## config.mk

```make
export PLATFORM = sky130hd
export DESIGN_NAME = hex_fragment_addr_gen_flat
export DESIGN_NICKNAME = d
export VERILOG_FILES = /design/src/rtl/hex_fragment_addr_gen_if.sv /design/src/rtl/hex_fragment_addr_gen.sv /design/src/flat_wrapper.sv
export SDC_FILE = /design/constraint.sdc
export NUM_CORES = 1
export LEC_CHECK = 0
export CAP_MARGIN = 10
export CORE_MARGIN = 5
export CORE_UTILIZATION = 60
export DETAILED_ROUTE_END_ITERATION = 12
export PLACE_DENSITY = 0.84
export RECOVER_POWER = 100
export SETUP_SLACK_MARGIN = 0.4
export SLEW_MARGIN = 30
export SYNTH_ARGS = -nofsm -noshare
export SYNTH_HDL_FRONTEND = slang
export SYNTH_SLANG_ARGS = --single-unit
```

## constraint.sdc

```tcl
create_clock -name clk -period 21 [get_ports clk]
set_input_delay 4.2 -clock clk [delete_from_list [all_inputs] [get_ports clk]]
set_output_delay 4.2 -clock clk [all_outputs]
set_load 0.01 [all_outputs]
```

## src/rtl/hex_fragment_addr_gen_if.sv

```systemverilog
// Hex fragment stream interface.
// Purpose: bundles the upstream hex handshake (valid_in/in_ready/q/r) and the
//          downstream fragment handshake (out_valid/out_ready/out_addr/out_col/out_row).
// Modports:
//   master - the side that produces hexes and consumes fragments (upstream + pixel writer)
//   slave  - the address generator itself
interface hex_fragment_addr_gen_if #(
    parameter int unsigned ADDR_W = 20
);
    logic              valid_in;
    logic              in_ready;
    logic [31:0]       q;
    logic [31:0]       r;
    logic              out_valid;
    logic              out_ready;
    logic [ADDR_W-1:0] out_addr;
    logic [15:0]       out_col;
    logic [15:0]       out_row;

    modport master (
        output valid_in, q, r, out_ready,
        input  in_ready, out_valid, out_addr, out_col, out_row
    );

    modport slave (
        input  valid_in, q, r, out_ready,
        output in_ready, out_valid, out_addr, out_col, out_row
    );
endinterface

```

## src/rtl/hex_fragment_addr_gen.sv

```systemverilog
// Hex fragment address generator.
// Purpose: converts axial hex coords (q,r) to odd-r offset coords (col,row), culls
//          hexes outside the GRID_W x GRID_H framebuffer, computes the linear
//          framebuffer address and buffers results in a show-ahead FIFO.
// Ports:
//   clk          - clock, all state on posedge
//   reset        - asynchronous active-high reset
//   bus          - slave side of hex_fragment_addr_gen_if (input hexes, output fragments)
//   frag_count   - saturating count of in-bounds fragments pushed into the FIFO
//   culled_count - saturating count of out-of-bounds hexes dropped
module hex_fragment_addr_gen #(
    parameter int unsigned GRID_W     = 64,
    parameter int unsigned GRID_H     = 64,
    parameter int unsigned BASE_ADDR  = 0,
    parameter int unsigned ADDR_W     = 20,
    parameter int unsigned FIFO_DEPTH = 4,
    parameter int unsigned CNT_W      = 16
) (
    input  logic                    clk,
    input  logic                    reset,
    hex_fragment_addr_gen_if.slave  bus,
    output logic [CNT_W-1:0]        frag_count,
    output logic [CNT_W-1:0]        culled_count
);
    localparam int unsigned PW = $clog2(FIFO_DEPTH);
    localparam int unsigned CW = PW + 2;
    localparam int unsigned EW = ADDR_W + 32;

    // Stage 1 registers
    logic        s1_valid;
    logic        s1_inb;
    logic [31:0] s1_col;
    logic [31:0] s1_row;

    // Stage 2 registers
    logic          s2_valid;
    logic          s2_inb;
    logic [EW-1:0] s2_entry;

    // FIFO
    logic [EW-1:0] mem [FIFO_DEPTH];
    logic [PW-1:0] wr_ptr;
    logic [PW-1:0] rd_ptr;
    logic [PW:0]   count;

    logic [32:0]       col_calc;
    logic              inb_calc;
    logic [ADDR_W-1:0] addr_calc;
    logic              accept;
    logic              push;
    logic              pop;

    // 33-bit signed add: q + floor(r/2), both operands sign-extended.
    assign col_calc = {bus.q[31], bus.q} + {bus.r[31], bus.r[31], bus.r[31:1]};
    assign inb_calc = !col_calc[32] && (col_calc[31:0] < GRID_W) &&
                      !bus.r[31] && (bus.r < GRID_H);
    assign addr_calc = ADDR_W'(BASE_ADDR) + ADDR_W'(s1_row * GRID_W) + ADDR_W'(s1_col);

    // Culled hexes keep their credit until S2, so the FIFO can never overflow.
    assign bus.in_ready = (CW'(count) + CW'(s1_valid) + CW'(s2_valid)) < CW'(FIFO_DEPTH);
    assign accept       = bus.valid_in && bus.in_ready;
    assign push         = s2_valid && s2_inb;
    assign pop          = (count != '0) && bus.out_ready;

    assign bus.out_valid = (count != '0);
    assign {bus.out_addr, bus.out_col, bus.out_row} = mem[rd_ptr];

    always_ff @(posedge clk or posedge reset) begin
        if (reset) begin
            s1_valid     <= 1'b0;
            s1_inb       <= 1'b0;
            s1_col       <= '0;
            s1_row       <= '0;
            s2_valid     <= 1'b0;
            s2_inb       <= 1'b0;
            s2_entry     <= '0;
            wr_ptr       <= '0;
            rd_ptr       <= '0;
            count        <= '0;
            frag_count   <= '0;
            culled_count <= '0;
            for (int i = 0; i < int'(FIFO_DEPTH); i++) begin
                mem[i] <= '0;
            end
        end else begin
            s1_valid <= accept;
            if (accept) begin
                s1_inb <= inb_calc;
                s1_col <= col_calc[31:0];
                s1_row <= bus.r;
            end

            s2_valid <= s1_valid;
            if (s1_valid) begin
                s2_inb   <= s1_inb;
                s2_entry <= {addr_calc, s1_col[15:0], s1_row[15:0]};
            end

            if (push) begin
                mem[wr_ptr] <= s2_entry;
                wr_ptr      <= wr_ptr + 1'b1;
                if (frag_count != '1) begin
                    frag_count <= frag_count + 1'b1;
                end
            end
            if (s2_valid && !s2_inb && (culled_count != '1)) begin
                culled_count <= culled_count + 1'b1;
            end

            if (pop) begin
                rd_ptr <= rd_ptr + 1'b1;
            end
            if (push && !pop) begin
                count <= count + 1'b1;
            end else if (!push && pop) begin
                count <= count - 1'b1;
            end
        end
    end
endmodule
```

## src/flat_wrapper.sv

```systemverilog
// flat-port wrapper written by rule: the top's interface ports become plain ports
module hex_fragment_addr_gen_flat 
#(
    parameter int unsigned GRID_W     = 64,
    parameter int unsigned GRID_H     = 64,
    parameter int unsigned BASE_ADDR  = 0,
    parameter int unsigned ADDR_W     = 20,
    parameter int unsigned FIFO_DEPTH = 4,
    parameter int unsigned CNT_W      = 16
)
  (clk, reset, frag_count, culled_count, bus_valid_in, bus_q, bus_r, bus_out_ready, bus_in_ready, bus_out_valid, bus_out_addr, bus_out_col, bus_out_row);
  hex_fragment_addr_gen_if #(.ADDR_W(ADDR_W)) bus_i ();
  input  logic clk;
  input  logic reset;
  output logic [CNT_W-1:0] frag_count;
  output logic [CNT_W-1:0] culled_count;
  input wire logic [$bits(bus_i.valid_in)-1:0] bus_valid_in;
  input wire logic [$bits(bus_i.q)-1:0] bus_q;
  input wire logic [$bits(bus_i.r)-1:0] bus_r;
  input wire logic [$bits(bus_i.out_ready)-1:0] bus_out_ready;
  output wire logic [$bits(bus_i.in_ready)-1:0] bus_in_ready;
  output wire logic [$bits(bus_i.out_valid)-1:0] bus_out_valid;
  output wire logic [$bits(bus_i.out_addr)-1:0] bus_out_addr;
  output wire logic [$bits(bus_i.out_col)-1:0] bus_out_col;
  output wire logic [$bits(bus_i.out_row)-1:0] bus_out_row;
  assign bus_i.valid_in = bus_valid_in;
  assign bus_i.q = bus_q;
  assign bus_i.r = bus_r;
  assign bus_i.out_ready = bus_out_ready;
  assign bus_in_ready = bus_i.in_ready;
  assign bus_out_valid = bus_i.out_valid;
  assign bus_out_addr = bus_i.out_addr;
  assign bus_out_col = bus_i.out_col;
  assign bus_out_row = bus_i.out_row;
  hex_fragment_addr_gen #(.GRID_W(GRID_W), .GRID_H(GRID_H), .BASE_ADDR(BASE_ADDR), .ADDR_W(ADDR_W), .FIFO_DEPTH(FIFO_DEPTH), .CNT_W(CNT_W)) u_core (.clk(clk), .reset(reset), .bus(bus_i), .frag_count(frag_count), .culled_count(culled_count));
endmodule
```

==> run summary <==
### Outcome
* **status** finished, violations left
* **failing checks** max-capacitance violations, max-slew violations

### Synth
* **share of async-settable or async-resettable flops after synthesis** 100.0%
* **sequential element share of the synthesized area** 51.16%
* **count of state elements after synthesis** 309
* **number of flops mapped to enable cells by yosys** 0
* **netlist area before placement** 0.01511 sq mm
* **Synthesis Warnings** 0
* **post-synthesis net count** 1298
* **cell count after synthesis** 1174
* **library cells used by synthesis** 56
* **most used flip-flop cell after synthesis** sky130_fd_sc_hd__dfrtp_1
* **Post-Synthesis Mean Instance Area** 12.87 sq um
* **area fraction of the dominant cell type after synthesis** 51.16%
* **biggest area consumer among synthesized cells** sky130_fd_sc_hd__dfrtp_1
* **synth top area cells** sky130_fd_sc_hd__dfrtp_1 51%, sky130_fd_sc_hd__mux2_2 17%, sky130_fd_sc_hd__mux4_2 6.9%, sky130_fd_sc_hd__ha_1 4.4%, sky130_fd_sc_hd__nand2_1 2.7%

### Route
* **Vias per Instance** 6.029
* **drt wl/cell** 20.72 um
* **total via count in the routed design** 10099
* **total routed wirelength** 34.71 mm
* **number of remaining DRC errors** 0
* **Starting DRT DRC Count** 705
* **Detail Route Antenna Nets** 0
* **total iterations of the first detailed-routing run** 6

### STA
* **post-route minimum period** 12030 ps
* **measured slew at the worst slew-check pin** 6034 ps
* **Final WS setup** 8966 ps
* **final count of negative-setup-slack endpoints** 0
* **Total Negative Setup Slacks** 0 ps
* **number of max-slew violations in the final report** 567
* **RSZ-0062 raised after global routing** false
* **share of the cycle needed by the critical path after routing** 57.30%
* **achievable clock frequency** 83.10 MHz
* **final clock skew** 16.94 ps
* **Hold Vio Cnt, Final** 0
* **worst slew margin relative to its limit** -304.4%

### Power and ir drop
* **switching share of total power** 26.71%
* **sequential share of power** 47.1%
* **power per standard cell area** 81.87 mW/mm^2
* **switching power** 0.0003936 W
* **clock network fraction of total power** 39.3%
* **Cell Int Power** 0.001080 W
* **share of power burned in combinational logic** 13.6%
* **Static Leak** 8.755 nW
* **worst vdd ir** 0.05936 mV

### Run
* **max-cap check violation count** 9

### Global route
* **maximum number of pins on one net before global-route repair** 145
* **initial antenna violation count** 0
* **wire length of the first global-routing pass** 56.88 mm
* **number of global-route vias before repair** 10644
* **All-Layer GR Usage** 24.60%
* **global-route congestion overflow total** 0

### Setup path
* **cell with the largest stage delay on the worst path** sky130_fd_sc_hd__clkinvlp_2
* **CP max stage delay** 3350 ps
* **kind of end point of the critical path** asynchronous set/reset pin
* **Bufs and invs on worst path** 3
* **type of element launching the critical path** primary input
* **total number of cells along the worst setup path** 3
* **kind of cell adding the most delay to the critical path** buffers and inverters
* **Setup Crit Path Kind** in -> async
* **Worst R2R Path Depth** 7
* **Crit path required time** 20340 ps
* **CP arrival** 11370 ps
* **CP Max Fanout** 144
* **list of cells traversed by the critical path** dlygate4sd3_1 -> clkinvlp_2 -> clkbuf_1

### Worst hold path
* **number of cells traversed by the worst hold path** 2
* **worst hold path class** reg -> reg

### Placement
* **placed cells** 1618
* **DPL Wire Length** 23.14 mm
* **Buffers on Ports** 153
* **worst slack at placement** 13570 ps
* **final estimated routing congestion in global placement** 0.9135

### Clock tree
* **clock latency reported for the late side of the worst-skew pair** 550 ps
* **maximum count of clock buffers along a single path** 3
* **TritonCTS Sinks** 309
* **TritonCTS clock tree** built
* **root buf cell** sky130_fd_sc_hd__clkbuf_16
* **clock slew at the register clock pins of the worst setup and hold paths** 60 ps
* **Post-CTS Setup Bufs** 0
* **CTS Buf Count** 31
* **Gates resized, CTS repair** 0
* **number of buffers inserted for hold repair after clock tree synthesis** 0
* **number of H-tree levels** 1

### Floorplan
* **initial standard-cell utilization of the core** 60.55%
* **Total Die Area** 0.02846 sq mm
* **vertical die dimension** 168.7 um
* **I/O Pins** 154
* **row cnt** 58
* **core footprint** 0.02496 sq mm
* **Die Width** 168.7 um

### Finish
* **n_diodes** 0
* **Layout Utilization** 72.12%
* **area grow syn2layout** 19.11%
* **fraction of final layout cells with drive strength greater than 1** 25.87%
* **Post-Layout Cell Count** 1675
* **fin nets** 1445

## cells in the final DEF, fill, tap and decap left out, types with 7 or more instances in the layout
cell type	n
sky130_fd_sc_hd__dfrtp_1	306
sky130_fd_sc_hd__mux2_2	229
sky130_fd_sc_hd__nand2_1	103
sky130_fd_sc_hd__dlygate4sd3_1	89
sky130_fd_sc_hd__clkdlybuf4s50_1	64
sky130_fd_sc_hd__ha_1	53
sky130_fd_sc_hd__mux4_2	46
sky130_fd_sc_hd__xnor2_1	43
sky130_fd_sc_hd__a21oi_1	38
sky130_fd_sc_hd__o21ai_0	37
sky130_fd_sc_hd__nor2_1	31
sky130_fd_sc_hd__clkbuf_16	31
sky130_fd_sc_hd__xor2_1	27
sky130_fd_sc_hd__inv_1	23
sky130_fd_sc_hd__a21o_1	19
sky130_fd_sc_hd__nand4_1	18
sky130_fd_sc_hd__nand3_1	17
sky130_fd_sc_hd__and3_1	10
sky130_fd_sc_hd__nor4_1	10
sky130_fd_sc_hd__or3_1	9
sky130_fd_sc_hd__nor3_1	9
sky130_fd_sc_hd__a31oi_1	8
sky130_fd_sc_hd__clkbuf_8	8
sky130_fd_sc_hd__clkbuf_1	8
sky130_fd_sc_hd__nand2b_1	7
sky130_fd_sc_hd__o21ai_1	7
sky130_fd_sc_hd__clkinv_2	7
## cell type report
type	count	area, sq um
Tap cell	330	412.9
Sequential cell	309	7736
Inverter	25	96.34
Fill cell	1627	6960
Clock inverter	18	212.7
Clock buffer	39	885.9
Timing Repair Buffer	163	1580
Multi-Input combinational cell	791	7079
## worst register-to-register path: stages, from the launching register on
cell and delay, ps:
sky130_fd_sc_hd__dfrtp_1 440, sky130_fd_sc_hd__ha_1 300, sky130_fd_sc_hd__a21o_1 130, sky130_fd_sc_hd__a21oi_1 80, sky130_fd_sc_hd__nand2_1 80, sky130_fd_sc_hd__clkbuf_1 1580
sky130_fd_sc_hd__clkinvlp_2 1970, sky130_fd_sc_hd__mux2_2 700
## metrics by stage
step | area [sq um] | total power (W) | hold WS, ps
2_1_floorplan | 15110 | 0.0008176 | 408.6
3_3_place_gp | 16950 | 0.0008937 | 455.9
3_5_place_dp | 16960 | 0.0009011 | 463.3
4_1_cts | 18060 | 0.001482 | 478.1
5_1_grt | 18000 | 0.001535 | 502.9
6_report | 18000 | 0.001474 | 472.9
## worst paths after layout
path	endpoint	slack, ps	startpoint
min reg2reg	u_core.s1_row[15]	470	u_core.s1_row[15]
max	u_core.rd_ptr[1]	8970	reset
max reg2reg	u_core.s1_col[19]	15580	u_core.count[0]
max in group clk	bus_out_col[15]	11370	u_core.rd_ptr[0]
min	u_core.s1_row[15]	470	u_core.s1_row[15]
min in group asynchronous	u_core.frag_count[9]	6010	reset
## registers in the layout (all words and copies together) (netlist names)
name                 cells
u_core.count             3
u_core.culled_count     16
u_core.frag_count       16
u_core.mem             184
u_core.rd_ptr            2
u_core.s1_col           20
u_core.s1_inb            1
u_core.s1_row           16
u_core.s1_valid          1
u_core.s2_entry         46
u_core.s2_inb            1
u_core.s2_valid          1
u_core.wr_ptr            2
## cell families (layout without fill, tap and decap cells)
kind of cell,Yosys count,after routing,synth area share [%]
buf+inv,74,245,1.987
xor+xnor,70,70,4.056
fa+ha+maj,56,56,4.785
compound gates,143,143,5.993
mux,282,282,24.40
simple gates,240,240,7.616
flops,309,309,51.16
## power by group through the flow
stage	registers (W)	logic, W	clock network (W)
floorplan	0.000683	0.000134	0
global placement	0.000699	0.000194	0
detailed placement	0.000703	0.000198	0
CTS	0.000693	0.000202	0.000588
global route	0.000700	0.000221	0.000614
finish	0.000694	0.000200	0.000580
## metal layers
metal	vias to the layer above	share of wire, %	GRT usage (%)
li1	4570	-	-
met1	5138	44	34.61
met2	332	49	40.94
met3	59	5.3	3.223
met4	0	1.9	6.669
met5	-	0	0
## cell usage after synthesis, types with 3 or more instances
| cell | number |
|---|---|
| sky130_fd_sc_hd__a211oi_1 | 3 |
| sky130_fd_sc_hd__a21o_1 | 19 |
| sky130_fd_sc_hd__a21oi_1 | 38 |
| sky130_fd_sc_hd__a31oi_1 | 8 |
| sky130_fd_sc_hd__and2_1 | 5 |
| sky130_fd_sc_hd__and3_1 | 10 |
| sky130_fd_sc_hd__and4_1 | 6 |
| sky130_fd_sc_hd__buf_1 | 14 |
| sky130_fd_sc_hd__buf_4 | 6 |
| sky130_fd_sc_hd__clkbuf_1 | 29 |
| sky130_fd_sc_hd__dfrtp_1 | 309 |
| sky130_fd_sc_hd__fa_1 | 3 |
| sky130_fd_sc_hd__ha_1 | 53 |
| sky130_fd_sc_hd__inv_1 | 23 |
| sky130_fd_sc_hd__mux2_2 | 232 |
| sky130_fd_sc_hd__mux2i_1 | 4 |
| sky130_fd_sc_hd__mux4_2 | 46 |
| sky130_fd_sc_hd__nand2_1 | 107 |
| sky130_fd_sc_hd__nand2b_1 | 7 |
| sky130_fd_sc_hd__nand3_1 | 17 |
| sky130_fd_sc_hd__nand4_1 | 18 |
| sky130_fd_sc_hd__nor2_1 | 31 |
| sky130_fd_sc_hd__nor2b_1 | 6 |
| sky130_fd_sc_hd__nor3_1 | 9 |
| sky130_fd_sc_hd__nor4_1 | 10 |
| sky130_fd_sc_hd__o211ai_1 | 4 |
| sky130_fd_sc_hd__o21a_1 | 3 |
| sky130_fd_sc_hd__o21ai_0 | 37 |
| sky130_fd_sc_hd__o21ai_1 | 7 |
| sky130_fd_sc_hd__or3_1 | 9 |
| sky130_fd_sc_hd__xnor2_1 | 43 |
| sky130_fd_sc_hd__xor2_1 | 27 |
No activity file was read; power rests on OpenSTA's default activity.
